===== src/rtl/intr_ctrl_if.sv =====
// Bus between the CPU datapath and the interrupt controller.
// master: CPU side (drives requests/config, sees take/vector);
// slave: controller side.
interface intr_ctrl_if #(
    parameter int N_IRQ = 4,
    parameter int PC_W  = 10,
    parameter int TMR_W = 7,
    parameter int ID_W  = $clog2(N_IRQ)
);
    logic [N_IRQ-1:0] irq;
    logic             gie;
    logic             mask_we;
    logic [N_IRQ-1:0] mask_d;
    logic             vec_we;
    logic [ID_W-1:0]  vec_sel;
    logic [PC_W-1:0]  vec_d;
    logic             tmr_we;
    logic [TMR_W-1:0] tmr_d;
    logic             tmr_en;
    logic             ret;
    logic             take;
    logic [PC_W-1:0]  vector;
    logic [ID_W-1:0]  active_id;
    logic [N_IRQ-1:0] in_service;
    logic             spurious_ret;

    modport master (
        output irq, gie, mask_we, mask_d,
        output vec_we, vec_sel, vec_d,
        output tmr_we, tmr_d, tmr_en, ret,
        input  take, vector, active_id,
        input  in_service, spurious_ret
    );

    modport slave (
        input  irq, gie, mask_we, mask_d,
        input  vec_we, vec_sel, vec_d,
        input  tmr_we, tmr_d, tmr_en, ret,
        output take, vector, active_id,
        output in_service, spurious_ret
    );
endinterface


===== src/rtl/intr_ctrl.sv =====
// Vectored, nested, priority interrupt controller with auto-reload timer.
// Ports: clk, reset (async active-low), bus (intr_ctrl_if.slave):
//   irq/gie/mask/vec/tmr/ret in; take/vector/active_id/in_service/
//   spurious_ret out. Channel 0 is the highest priority.
module intr_ctrl #(
    parameter int              N_IRQ      = 4,
    parameter int              PC_W       = 10,
    parameter int              TMR_W      = 7,
    parameter int              TMR_CH     = N_IRQ - 1,
    parameter logic [PC_W-1:0] VEC_BASE   = 10'h3C0,
    parameter int              VEC_STRIDE = 16
) (
    input  logic      clk,
    input  logic      reset,
    intr_ctrl_if.slave bus
);
    localparam int ID_W = $clog2(N_IRQ);

    logic [N_IRQ-1:0] r_irq_q;
    logic [N_IRQ-1:0] r_pend;
    logic [N_IRQ-1:0] r_mask;
    logic [N_IRQ-1:0] r_insvc;
    logic             r_spur;
    logic [TMR_W-1:0] r_cnt;
    logic [TMR_W-1:0] r_thr;
    logic [PC_W-1:0]  r_vec [N_IRQ];

    logic             w_tick;
    logic [N_IRQ-1:0] w_edge;
    logic [N_IRQ-1:0] w_elig;
    logic [ID_W-1:0]  w_cand;
    logic             w_cand_ok;
    logic [ID_W-1:0]  w_isv_id;
    logic             w_isv_any;
    logic             w_take;
    logic [N_IRQ-1:0] w_take_oh;
    logic [N_IRQ-1:0] w_ret_oh;

    assign w_tick = bus.tmr_en & (r_thr != '0) & (r_cnt == r_thr);
    assign w_elig = r_pend & r_mask;

    always_comb begin
        w_edge = bus.irq & ~r_irq_q;
        w_edge[TMR_CH] = w_edge[TMR_CH] | w_tick;
    end

    // Downward scan so the lowest set index is the one that sticks.
    always_comb begin
        w_cand    = '0;
        w_cand_ok = 1'b0;
        w_isv_id  = '0;
        w_isv_any = 1'b0;
        for (int i = N_IRQ - 1; i >= 0; i--) begin
            if (w_elig[i]) begin
                w_cand    = ID_W'(i);
                w_cand_ok = 1'b1;
            end
            if (r_insvc[i]) begin
                w_isv_id  = ID_W'(i);
                w_isv_any = 1'b1;
            end
        end
    end

    // Only a strictly higher priority channel may preempt.
    assign w_take = bus.gie & ~bus.ret & w_cand_ok &
                    (~w_isv_any | (w_cand < w_isv_id));

    assign w_take_oh = N_IRQ'(w_take) << w_cand;
    assign w_ret_oh  = N_IRQ'(bus.ret & w_isv_any) << w_isv_id;

    always_ff @(posedge clk or negedge reset) begin
        if (!reset) begin
            r_irq_q <= '0;
            r_pend  <= '0;
            r_mask  <= '0;
            r_insvc <= '0;
            r_spur  <= 1'b0;
            r_cnt   <= '0;
            r_thr   <= '0;
            for (int i = 0; i < N_IRQ; i++) begin
                r_vec[i] <= PC_W'(int'(VEC_BASE) + i * VEC_STRIDE);
            end
        end else begin
            r_irq_q <= bus.irq;
            // New edge beats the clear of a channel taken this cycle.
            r_pend  <= (r_pend & ~w_take_oh) | w_edge;
            r_insvc <= (r_insvc | w_take_oh) & ~w_ret_oh;
            if (bus.ret && !w_isv_any) begin
                r_spur <= 1'b1;
            end
            if (bus.mask_we) begin
                r_mask <= bus.mask_d;
            end
            if (bus.vec_we && (int'(bus.vec_sel) < N_IRQ)) begin
                r_vec[bus.vec_sel] <= bus.vec_d;
            end
            if (bus.tmr_we) begin
                r_thr <= bus.tmr_d;
                r_cnt <= '0;
            end else if (bus.tmr_en) begin
                if (w_tick || r_thr == '0) begin
                    r_cnt <= '0;
                end else begin
                    r_cnt <= r_cnt + TMR_W'(1);
                end
            end
        end
    end

    assign bus.take         = w_take;
    assign bus.vector       = w_take ? r_vec[w_cand] : '0;
    assign bus.active_id    = w_isv_id;
    assign bus.in_service   = r_insvc;
    assign bus.spurious_ret = r_spur;
endmodule


===== src/flat_wrapper.sv =====
// flat-port wrapper written by rule: the top's interface ports become plain ports
module intr_ctrl_flat 
#(
    parameter int              N_IRQ      = 4,
    parameter int              PC_W       = 10,
    parameter int              TMR_W      = 7,
    parameter int              TMR_CH     = N_IRQ - 1,
    parameter logic [PC_W-1:0] VEC_BASE   = 10'h3C0,
    parameter int              VEC_STRIDE = 16
)
  (clk, reset, bus_irq, bus_gie, bus_mask_we, bus_mask_d, bus_vec_we, bus_vec_sel, bus_vec_d, bus_tmr_we, bus_tmr_d, bus_tmr_en, bus_ret, bus_take, bus_vector, bus_active_id, bus_in_service, bus_spurious_ret);
  intr_ctrl_if #(.N_IRQ(N_IRQ), .PC_W(PC_W), .TMR_W(TMR_W)) bus_i ();
  input  logic clk;
  input  logic reset;
  input wire logic [$bits(bus_i.irq)-1:0] bus_irq;
  input wire logic [$bits(bus_i.gie)-1:0] bus_gie;
  input wire logic [$bits(bus_i.mask_we)-1:0] bus_mask_we;
  input wire logic [$bits(bus_i.mask_d)-1:0] bus_mask_d;
  input wire logic [$bits(bus_i.vec_we)-1:0] bus_vec_we;
  input wire logic [$bits(bus_i.vec_sel)-1:0] bus_vec_sel;
  input wire logic [$bits(bus_i.vec_d)-1:0] bus_vec_d;
  input wire logic [$bits(bus_i.tmr_we)-1:0] bus_tmr_we;
  input wire logic [$bits(bus_i.tmr_d)-1:0] bus_tmr_d;
  input wire logic [$bits(bus_i.tmr_en)-1:0] bus_tmr_en;
  input wire logic [$bits(bus_i.ret)-1:0] bus_ret;
  output wire logic [$bits(bus_i.take)-1:0] bus_take;
  output wire logic [$bits(bus_i.vector)-1:0] bus_vector;
  output wire logic [$bits(bus_i.active_id)-1:0] bus_active_id;
  output wire logic [$bits(bus_i.in_service)-1:0] bus_in_service;
  output wire logic [$bits(bus_i.spurious_ret)-1:0] bus_spurious_ret;
  assign bus_i.irq = bus_irq;
  assign bus_i.gie = bus_gie;
  assign bus_i.mask_we = bus_mask_we;
  assign bus_i.mask_d = bus_mask_d;
  assign bus_i.vec_we = bus_vec_we;
  assign bus_i.vec_sel = bus_vec_sel;
  assign bus_i.vec_d = bus_vec_d;
  assign bus_i.tmr_we = bus_tmr_we;
  assign bus_i.tmr_d = bus_tmr_d;
  assign bus_i.tmr_en = bus_tmr_en;
  assign bus_i.ret = bus_ret;
  assign bus_take = bus_i.take;
  assign bus_vector = bus_i.vector;
  assign bus_active_id = bus_i.active_id;
  assign bus_in_service = bus_i.in_service;
  assign bus_spurious_ret = bus_i.spurious_ret;
  intr_ctrl #(.N_IRQ(N_IRQ), .PC_W(PC_W), .TMR_W(TMR_W), .TMR_CH(TMR_CH), .VEC_BASE(VEC_BASE), .VEC_STRIDE(VEC_STRIDE)) u_core (.clk(clk), .reset(reset), .bus(bus_i));
endmodule

===== config.mk =====
export PLATFORM = sky130hd
export DESIGN_NAME = intr_ctrl_flat
export DESIGN_NICKNAME = d
export VERILOG_FILES = /design/src/rtl/intr_ctrl_if.sv /design/src/rtl/intr_ctrl.sv /design/src/flat_wrapper.sv
export SDC_FILE = /design/constraint.sdc
export NUM_CORES = 1
export LEC_CHECK = 0
export ABC_AREA = 1
export CAP_MARGIN = 20
export CORE_MARGIN = 3
export CORE_UTILIZATION = 40
export CTS_CLUSTER_DIAMETER = 80
export CTS_CLUSTER_SIZE = 10
export DETAILED_ROUTE_END_ITERATION = 10
export PLACE_DENSITY = 0.63
export SLEW_MARGIN = 25
export SYNTH_ARGS = -nofsm -noshare
export SYNTH_HDL_FRONTEND = slang
export SYNTH_SLANG_ARGS = --single-unit

===== constraint.sdc =====
create_clock -name clk -period 2.91 [get_ports clk]
set_input_delay 0.4365 -clock clk [delete_from_list [all_inputs] [get_ports clk]]
set_output_delay 0.4365 -clock clk [all_outputs]
set_load 0.01 [all_outputs]

After elaboration in Yosys (flattened, before gate mapping) --
Index checks and enable logic that the tools add are counted.
Word-level totals: bits in registers 71, bits of input ports 35, output and inout bits 18, logic and storage cells 73
Operators by class: $add $sub $neg 1, $lt $le $gt $ge 4, equal/unequal tests 1, shift operators 2, muxes and demuxes 26, bitwise logic cells 21, reductions and logical operators 7
Operators with widths (count):
- 40-bit bitwise mux | 1
- 10-bit two-way mux | 4
- 7-bit two-way mux | 3
- 10-bit binary-select mux with 2-bit select | 1
- 10-bit demux with 2-bit select | 1
- 4-bit bitwise AND | 4
- 2-bit two-way mux | 8
- 4-bit NOT | 3
- 1-bit two-way mux | 8
- 4-bit OR | 2
- 7-bit by 1-bit adder with 7-bit output (second input constant) | 1
- 7-bit == test | 1
- 7-bit zero test | 1
- 7-bit nonzero test | 1
- 1-bit bitwise AND | 6
- 3-bit greater-or-equal comparator (second input constant) | 2
- 2-bit NOT with 3-bit output | 2
- 1-bit by 2-bit left shift with 4-bit output | 1
- 4-bit by 2-bit left shift with 4-bit output | 1
- 3-bit by 1-bit < comparator with 1-bit output (second input constant) | 1
- 1-bit logical AND | 2
- 2-bit < comparator | 1
- 1-bit NOT | 2
- 1-bit OR | 2
- other kinds (3) | 3

Longest topological paths before layout --
Gate-level depths: netlist of run 1.
depth in word-level cells 12, depth in mapped cells 12, mapped depth without buffers 12

Worst setup path after synthesis of run 1 --
Ideal clock, no wire load.
path kind register -> output, start point register u_core.r_insvc[1] (netlist: u_core.bus.in_service[1]), end point output bus_vector[0], arrival time 1.733 ns, required time 2.474 ns, path slack 0.740 ns, cell stages (with the launch flop) 10, path buffers 1, cell sequence dfrtp_1 -> nor3_2 -> inv_1 -> ha_1 -> nand2_1 -> nand2_1 -> nand2_2 -> nand2_1 -> buf_6 -> a21oi_2
Between the ends: word-level cells in the longest chain between the ends 6, elaborated cells between the ends (all ways) 9, those cells by class 1 x order compare; 5 x mux; 3 x bitwise
Ends and longest elaborated chain:
- from (decl) | RTL line intr_ctrl.sv:22 | logic [N_IRQ-1:0] r_insvc;
- from (signal assigned) | RTL line intr_ctrl.sv:88 | r_insvc <= (r_insvc | w_take_oh) & ~w_ret_oh;
- 2-bit two-way mux (2 in a row) | RTL line intr_ctrl.sv:58 | if (r_insvc[i]) begin
- named net bus_active_id[1] | RTL line flat_wrapper.sv:28 | output wire logic [$bits(bus_i.active_id)-1:0] bus_active_id;
- 2-bit < comparator | RTL line intr_ctrl.sv:67 | (~w_isv_any | (w_cand < w_isv_id));
- 1-bit OR | RTL line intr_ctrl.sv:67
- 1-bit bitwise AND | RTL line intr_ctrl.sv:66 | assign w_take = bus.gie & ~bus.ret & w_cand_ok &
- 10-bit two-way mux | RTL line intr_ctrl.sv:112 | assign bus.vector = w_take ? r_vec[w_cand] : '0;
- to (decl) | RTL line flat_wrapper.sv:27 | output wire logic [$bits(bus_i.vector)-1:0] bus_vector;
The timed path passes the listed nets, and every way through them passes these cells.

Final worst setup path of run 1 --
start point register u_core.r_insvc[3] (netlist: u_core.bus.in_service[3]), end point output bus_vector[6]
Between the ends: word-level cells in the longest chain between the ends 8, elaborated cells between the ends (all ways) 13, those cells by class 1 x order compare; 9 x mux; 3 x bitwise
Ends and longest elaborated chain (RTL line):
- 2-bit two-way mux or 1-bit two-way mux (tied branches) (4 in a row) | intr_ctrl.sv:58
- 2-bit < comparator or 1-bit NOT (tied branches) | intr_ctrl.sv:67
- 1-bit OR * | intr_ctrl.sv:67
- 1-bit bitwise AND * | intr_ctrl.sv:66
- 10-bit two-way mux * | intr_ctrl.sv:112
Mark *: on every way between the ends. The rest lies on a longest branch, timed or not.

==> run metrics, run 1 <==
status finished, final reports clean; maximum clock path buffer count 2; Die Width 97.7 um; CP Max Fanout 10; GPL Wtd Cong ~0.87; wire per inst around 13 um; initial antenna violation count 0; Setup crit end kind primary output; storage element area ~1800 um^2; post-synthesis sequential area ratio 0.536; commonest cells after routing, fill and taps aside nand2_1, o21ai_0, dfrtp_1; arrival time worst endpoint 2.28 ns; fin util 0.538; GRT overflow 0; vias in the first global route 2,724; Req. time, crit path 2.47 ns; HP Class in2async; Ant. Diodes 0; antenna violation net count after detailed routing 0; Final Net Count 490; share of cells above drive strength 1 0.175; Layout Skew 0.00776 ns; Design Area, Final 4270 um^2; PnR worst setup slack 0.190 ns; clock latency on the worst-skew pair between 0.3 and 0.4 ns; vias per cell about 4.8; power density cells 770 nW/um^2; Vias 2,703; CTS Sinks 71; Initial Util 0.424; Final setup viols 0; Slew Limit Fails 0; Fin. Hold Viols 0; Slew @ Worst Pin 0.792 ns; RSZ-0062 raised after global routing no; Post-Syn Instances 394; Num CTS Buffers 9; fmax about 370 MHz; Fin Hold WS ~0.17 ns; Post-DP Area around 4000 um^2; drc violations 0; mapped cell area 3360 um^2; Fin Setup TNS 0 ns; Final HPWL DP 5.19 mm; row count 32; die area 9540 um^2; multi-input logic area 1340 um^2; number of max-cap violations 0; commonest non-fill, non-tap cell in the layout nand2_1; first-pass GRT wire length 13.0 mm; Routed WL 7.47 mm; yosys warns 0; root buf cell clkbuf_8; CP Class reg2out; FF+latch count, synth 71; CP Launch Type register; core area slightly below 8000 um^2; largest net degree at the start of global routing 38; worst IR drop on VDD 0.259 mV; Yosys cell types 31; fin crit period 2.72 ns; IO buf count 52; Mean Syn Cell Area 8.53 um^2; GRT Resource Usage Total 0.170; First-pass DRT Iterations 6; Hold-fix buffers, CTS 0; Top Ports 53; normalized max-slew margin 0.472; Layout fillers 766; post-synth net total 431; H-tree levels 3; TritonCTS clock tree built; DR iter-0 viols 148; Final period util 0.935; Clock Pin Slew Worst Setup and Hold Paths 0.08 ns; DP Worst Slack 0.256 ns; area growth from synthesis to layout 27.0%; Leakage 1.99 nW; Die Y 97.7 um
[per-stage QoR]
stage,total power [mW],std cells
6_report,3.28,560
3_5_place_dp,2.30,540
3_3_place_gp,2.28,540
4_1_cts,3.24,557
5_1_grt,3.51,560
2_1_floorplan,1.92,394
[cells by family (layout without fill, tap and decap cells)]
kind of cell,count (synthesis),count (layout),share of synthesized area
DFF,71,71,0.536
and+or+nand+nor,156,156,0.193
adders and majority gates,2,2,0.00744
xor gates and xnor gates,10,10,0.0261
AOI/OAI and AO/OA,92,92,0.151
muxes,5,5,0.0168
buffers and inverters,58,122,0.0696
[cell usage after synthesis (all sizes together)]
cell type,count,area share
mux2,5,0.017
inv,41,0.046
nor4,2,0.0037
dfstp,20,0.16
buf,5,0.010
a31oi,1,0.0019
nor2,51,0.058
o21a,1,0.0022
nand4,5,0.0093
clkbuf,11,0.012
a21oi,20,0.042
o21bai,1,0.0022
xnor2,1,0.0026
clkinv,1,0.0015
nand3b,1,0.0022
o21ai,69,0.10
ha,2,0.0074
nand3,8,0.012
nand2,84,0.096
nor3,4,0.0074
xor2,9,0.023
dfrtp,51,0.38
nor3b,1,0.0037
[routing by layer]
layer  routed length (um)  GRT usage
met1                 3480      0.219
met2                 3570      0.279
met3                  246     0.0294
met4                  163     0.0767
met5                    0          0
[state kept, by name, summed over array words and instances (netlist names)]
name / flops
u_core.r_vec: 40
u_core.r_cnt: 7
u_core.r_thr: 7
u_core.bus.in_service: 4
u_core.r_irq_q: 4
u_core.r_mask: 4
u_core.r_pend: 4
u_core.bus.spurious_ret: 1
[worst max-delay path, stage by stage (launching register included)]
cell	delay (ns)
dfrtp_1	0.38
nor2_1	0.08
nor3_2	0.24
inv_2	0.08
ha_1	0.29
nand2_1	0.07
nand2_1	0.06
nand2_2	0.09
nand2_2	0.09
buf_8	0.17
a21oi_2	0.11
dlygate4sd2_1	0.28
[final timing paths]
| kind | start | to | slack (ns) | cells after the start |
|---|---|---|---|---|
| worst min register to register | u_core.r_pend[0] | u_core.r_pend[0] | 0.47 | 2 |
| min in group clk | u_core.r_pend[0] | u_core.r_pend[0] | 0.47 | 2 |
| worst min-delay path | reset | u_core.r_vec[25] | 0.17 | 1 |
| worst max-delay path | u_core.bus.in_service[3] | bus_vector[6] | 0.19 | 11 |
| max in group asynchronous | reset | u_core.r_vec[36] | 1.94 | 2 |
| worst max register to register | u_core.bus.in_service[3] | u_core.r_pend[2] | 1.10 | 11 |
[cell type report]
class                      instances  area share
clock buffer                       9      0.0290
clock inverter                     7      0.0261
inverter                          42      0.0375
multi-input combinational        265       0.313
sequential                        71       0.422
tap                              102      0.0299
timing repair buffer              64       0.142
[what timing repair did]
action                                  in CTS  in global routing
gates resized for setup                     10                  8
endpoints found under the setup margin      10                  2
pin swaps                                    0                  1
setup buffers                                1                  3
[power by group]
part | total [mW] | internal (mW) | switching (mW)
Combinational | 1.06 | 0.460 | 0.604
Clock | 0.938 | 0.563 | 0.375
Sequential | 1.28 | 1.18 | 0.104
Total | 3.28 | 2.20 | 1.08
Note: power is estimated with default switching activity, not from simulation.
==> run 2: changes to the inputs <==
Settings changed: ABC_AREA 1 to unset.
==> run 2 against run 1 <==
Compared with the run above: sequential cell count is the same; critical endpoint is now bus_vector[8]; register-to-register slack lost 0.13 ns; highest routed layer unchanged; clock-buffer cell count grew 2; largest cell class unchanged; cell area grew 0.59%.
==> run metrics, run 2 <==
largest net degree at the start of global routing 44 (+16%); CP Max Fanout 11 (+1); Design Area, Final 4290 um^2 (+0.59%); Final period util 0.946 (+0.0112); Fin. Hold Viols 0 (unchanged); drc violations 0 (unchanged); die area 9590 um^2 (+0.52%); commonest cells after routing, fill and taps aside mux2_2, dfrtp_1, clkdlybuf4s50_1; arrival time worst endpoint 2.32 ns (+0.04 ns); Vias 2,290 (-15%); Layout fillers 696 (-9.1%); Layout Skew 0.00354 ns (-0.00423 ns); Setup crit end kind primary output; power density cells 632 nW/um^2 (-18%); Hold-fix buffers, CTS 0 (unchanged); Routed WL 6.74 mm (-9.7%); synth top area cells dfrtp_1, mux2_2, dfstp_2; Final setup viols 0 (unchanged); EDFF count, synth 0 (unchanged); CP Launch Type register; Post-DP Area 4090 um^2 (+2.6%); maximum clock path buffer count 2 (unchanged); R2R depth 8 (-3); worst r2r src u_core.r_pend[0]; vias in the first global route 2,394 (-12%); ys flop type dfrtp_1; commonest non-fill, non-tap cell in the layout mux2_2; worst reg-to-reg setup slack 0.97 ns (-0.13 ns); first-pass GRT wire length 11.6 mm (-11%); Slew Limit Fails 0 (unchanged); CP Launch Point u_core.r_pend[2]; DR iter-0 viols 72 (-51%); post-synth net total 297 (-31%); Die Width 97.9 um (+0.26%); area growth from synthesis to layout 27.0% (about the same); worst IR drop on VDD 0.252 mV (-2.9%); root buf cell clkbuf_8; commonest cells in the netlist mux2_2, dfrtp_1, dfstp_2, nor2b_1, nand2_1; Post-Syn Instances 260 (-34%); biggest regs u_core.r_vec: 40 flops, u_core.r_cnt: 7 flops, u_core.r_thr: 7 flops; Req. time, crit path 2.47 ns (about the same); clock latency on the worst-skew pair 0.32 ns (-0.02 ns); core area 7970 um^2 (+0.51%); Fin Setup TNS 0 ns (unchanged); Yosys cell types 41 (+32%); placed cells 418 (-23%); antenna violation net count after detailed routing 0 (unchanged); post-synthesis sequential area ratio 0.533 (-0.00298); vias per cell 5.25 (+8.8%); share of async-settable or async-resettable flops after synthesis 1.00 (unchanged); yosys warns 0 (unchanged); top-count cell post-synth mux2_2; wire per inst 15.5 um (+16%); CP Class reg2out; Final Net Count 366 (-25%); H-tree levels 3 (unchanged); initial antenna violation count 0 (unchanged); share of cells above drive strength 1 0.377 (+0.203); RR Endpoint u_core.r_pend[3]; HP Class in2async; First-pass DRT Iterations 6 (unchanged); fin crit period 2.75 ns (+0.0325 ns); Ant. Diodes 0 (unchanged); Final HPWL DP 4.83 mm (-7.0%); Initial Util 0.424 (about the same); Leakage 1.77 nW (-11%); status finished, final reports clean; Clock Pin Slew Worst Setup and Hold Paths 0.08 ns (about the same); post-synth top area cell dfrtp_1; CTS Sinks 71 (unchanged); Top Ports 53 (unchanged); mapped cell area 3380 um^2 (+0.56%); number of max-cap violations 0 (unchanged); row count 32 (unchanged); FF+latch count, synth 71 (unchanged); max reg flops 40 (unchanged); TritonCTS clock tree built; Die Y 97.9 um (+0.26%); fmax 363 MHz (-1.2%); GRT Resource Usage Total 0.150 (-0.0202); Num CTS Buffers 9 (unchanged); GRT overflow 0 (unchanged); Non-Filler Instances 436 (-22%); Slew @ Worst Pin 0.653 ns (-0.139 ns); GPL Wtd Cong 0.808 (-6.7%); share of the synthesized area in the top cell type 0.378 (-0.00211); Mean Syn Cell Area 13.0 um^2 (+52%); Biggest register u_core.r_vec; IO buf count 52 (unchanged); normalized max-slew margin 0.565 (+0.0926)
## run 2: cell count changes after synthesis, sizes merged, moves of 6 or more
cell / previous run / this run
nand2: 84 / 15
a21oi: 20 / 10
mux2: 5 / 52
clkbuf: 11 / 4
mux4: 0 / 10
nor2: 51 / 12
inv: 41 / 7
xor2: 9 / 0
nor2b: 0 / 16
xnor2: 1 / 7
o21ai: 69 / 6
## run 2: worst max-delay path, stage by stage, from the launching register on
cell           delay, ns
dfrtp_1             0.40
a22oi_2             0.23
nor2_2              0.06
ha_1                0.19
a211o_1             0.31
a21oi_2             0.13
o21ai_0             0.09
buf_4               0.19
nor2b_1             0.11
dlygate4sd2_1       0.27
## run 2: report_power, final
part / switching [mW] / internal (mW) / total (mW) / leakage [nW]
combinational: 0.276 / 0.405 / 0.681 / 0.844
sequential: 0.0810 / 1.17 / 1.25 / 0.820
clock: 0.362 / 0.422 / 0.784 / 0.104
total: 0.719 / 1.99 / 2.71 / 1.77
## run 2: worst max-delay path by stage
| stage | slack, ns | to | cells past startpoint |
|---|---|---|---|
| after CTS | 0.07 | bus_vector[3] | 9 |
| after global placement | 0.13 | bus_vector[2] | 9 |
| after detailed placement | 0.08 | bus_vector[3] | 9 |
| final | 0.16 | bus_vector[8] | 9 |
| after global routing | -0.0002 | bus_vector[8] | 9 |
| after floorplan | 0.53 | bus_vector[0] | 9 |
## run 2: metal layers
layer	up-vias	track usage	wire length [um]	part of all wire
met5	-	0	0	0
met4	0	0.0543	68	0.010
met3	6	0.0286	273	0.040
met2	50	0.244	3340	0.49
met1	1145	0.200	3060	0.45
li1	1089	-	-	-
## run 2: what timing repair did
item                                    4_1_cts  5_1_grt
resized for setup                            14       16
setup buffers                                 1        1
endpoints found under the setup margin       11       10
cloned                                        0        0
pin swaps                                     1        1
## run 2: per-stage QoR
stage / setup slack, ns / total power, mW / util / hold WS (ns)
floorplan: 0.532 / 1.68 / - / 0.141
global placement: 0.129 / 1.95 / 0.514 / 0.441
detailed placement: 0.0815 / 1.96 / 0.514 / 0.456
CTS: 0.0706 / 2.75 / 0.539 / 0.138
global route: -0.000177 / 2.87 / 0.539 / 0.171
finish: 0.158 / 2.71 / 0.539 / 0.130
## run 2: cell type report
type / count / area (um^2) / share of cell area
Inverter: 7 / 26.3 / 0.00612
Clock inverter: 5 / 57.6 / 0.0134
Sequential cell: 71 / 1800 / 0.420
Timing Repair Buffer: 67 / 626 / 0.146
Clock buffer: 11 / 141 / 0.0329
Multi-Input combinational cell: 173 / 1510 / 0.352
Tap cell: 102 / 128 / 0.0297
## run 2: logic make-up (layout without fill, tap and decap cells)
| group | after synthesis | count (layout) | share of synthesized area |
|---|---|---|---|
| fa+ha+maj | 2 | 2 | 0.00740 |
| mux | 64 | 64 | 0.247 |
| buf+inv | 16 | 90 | 0.0233 |
| flops | 71 | 71 | 0.533 |
| compound gates | 33 | 33 | 0.0666 |
| simple gates | 67 | 67 | 0.104 |
| xor+xnor | 7 | 7 | 0.0181 |
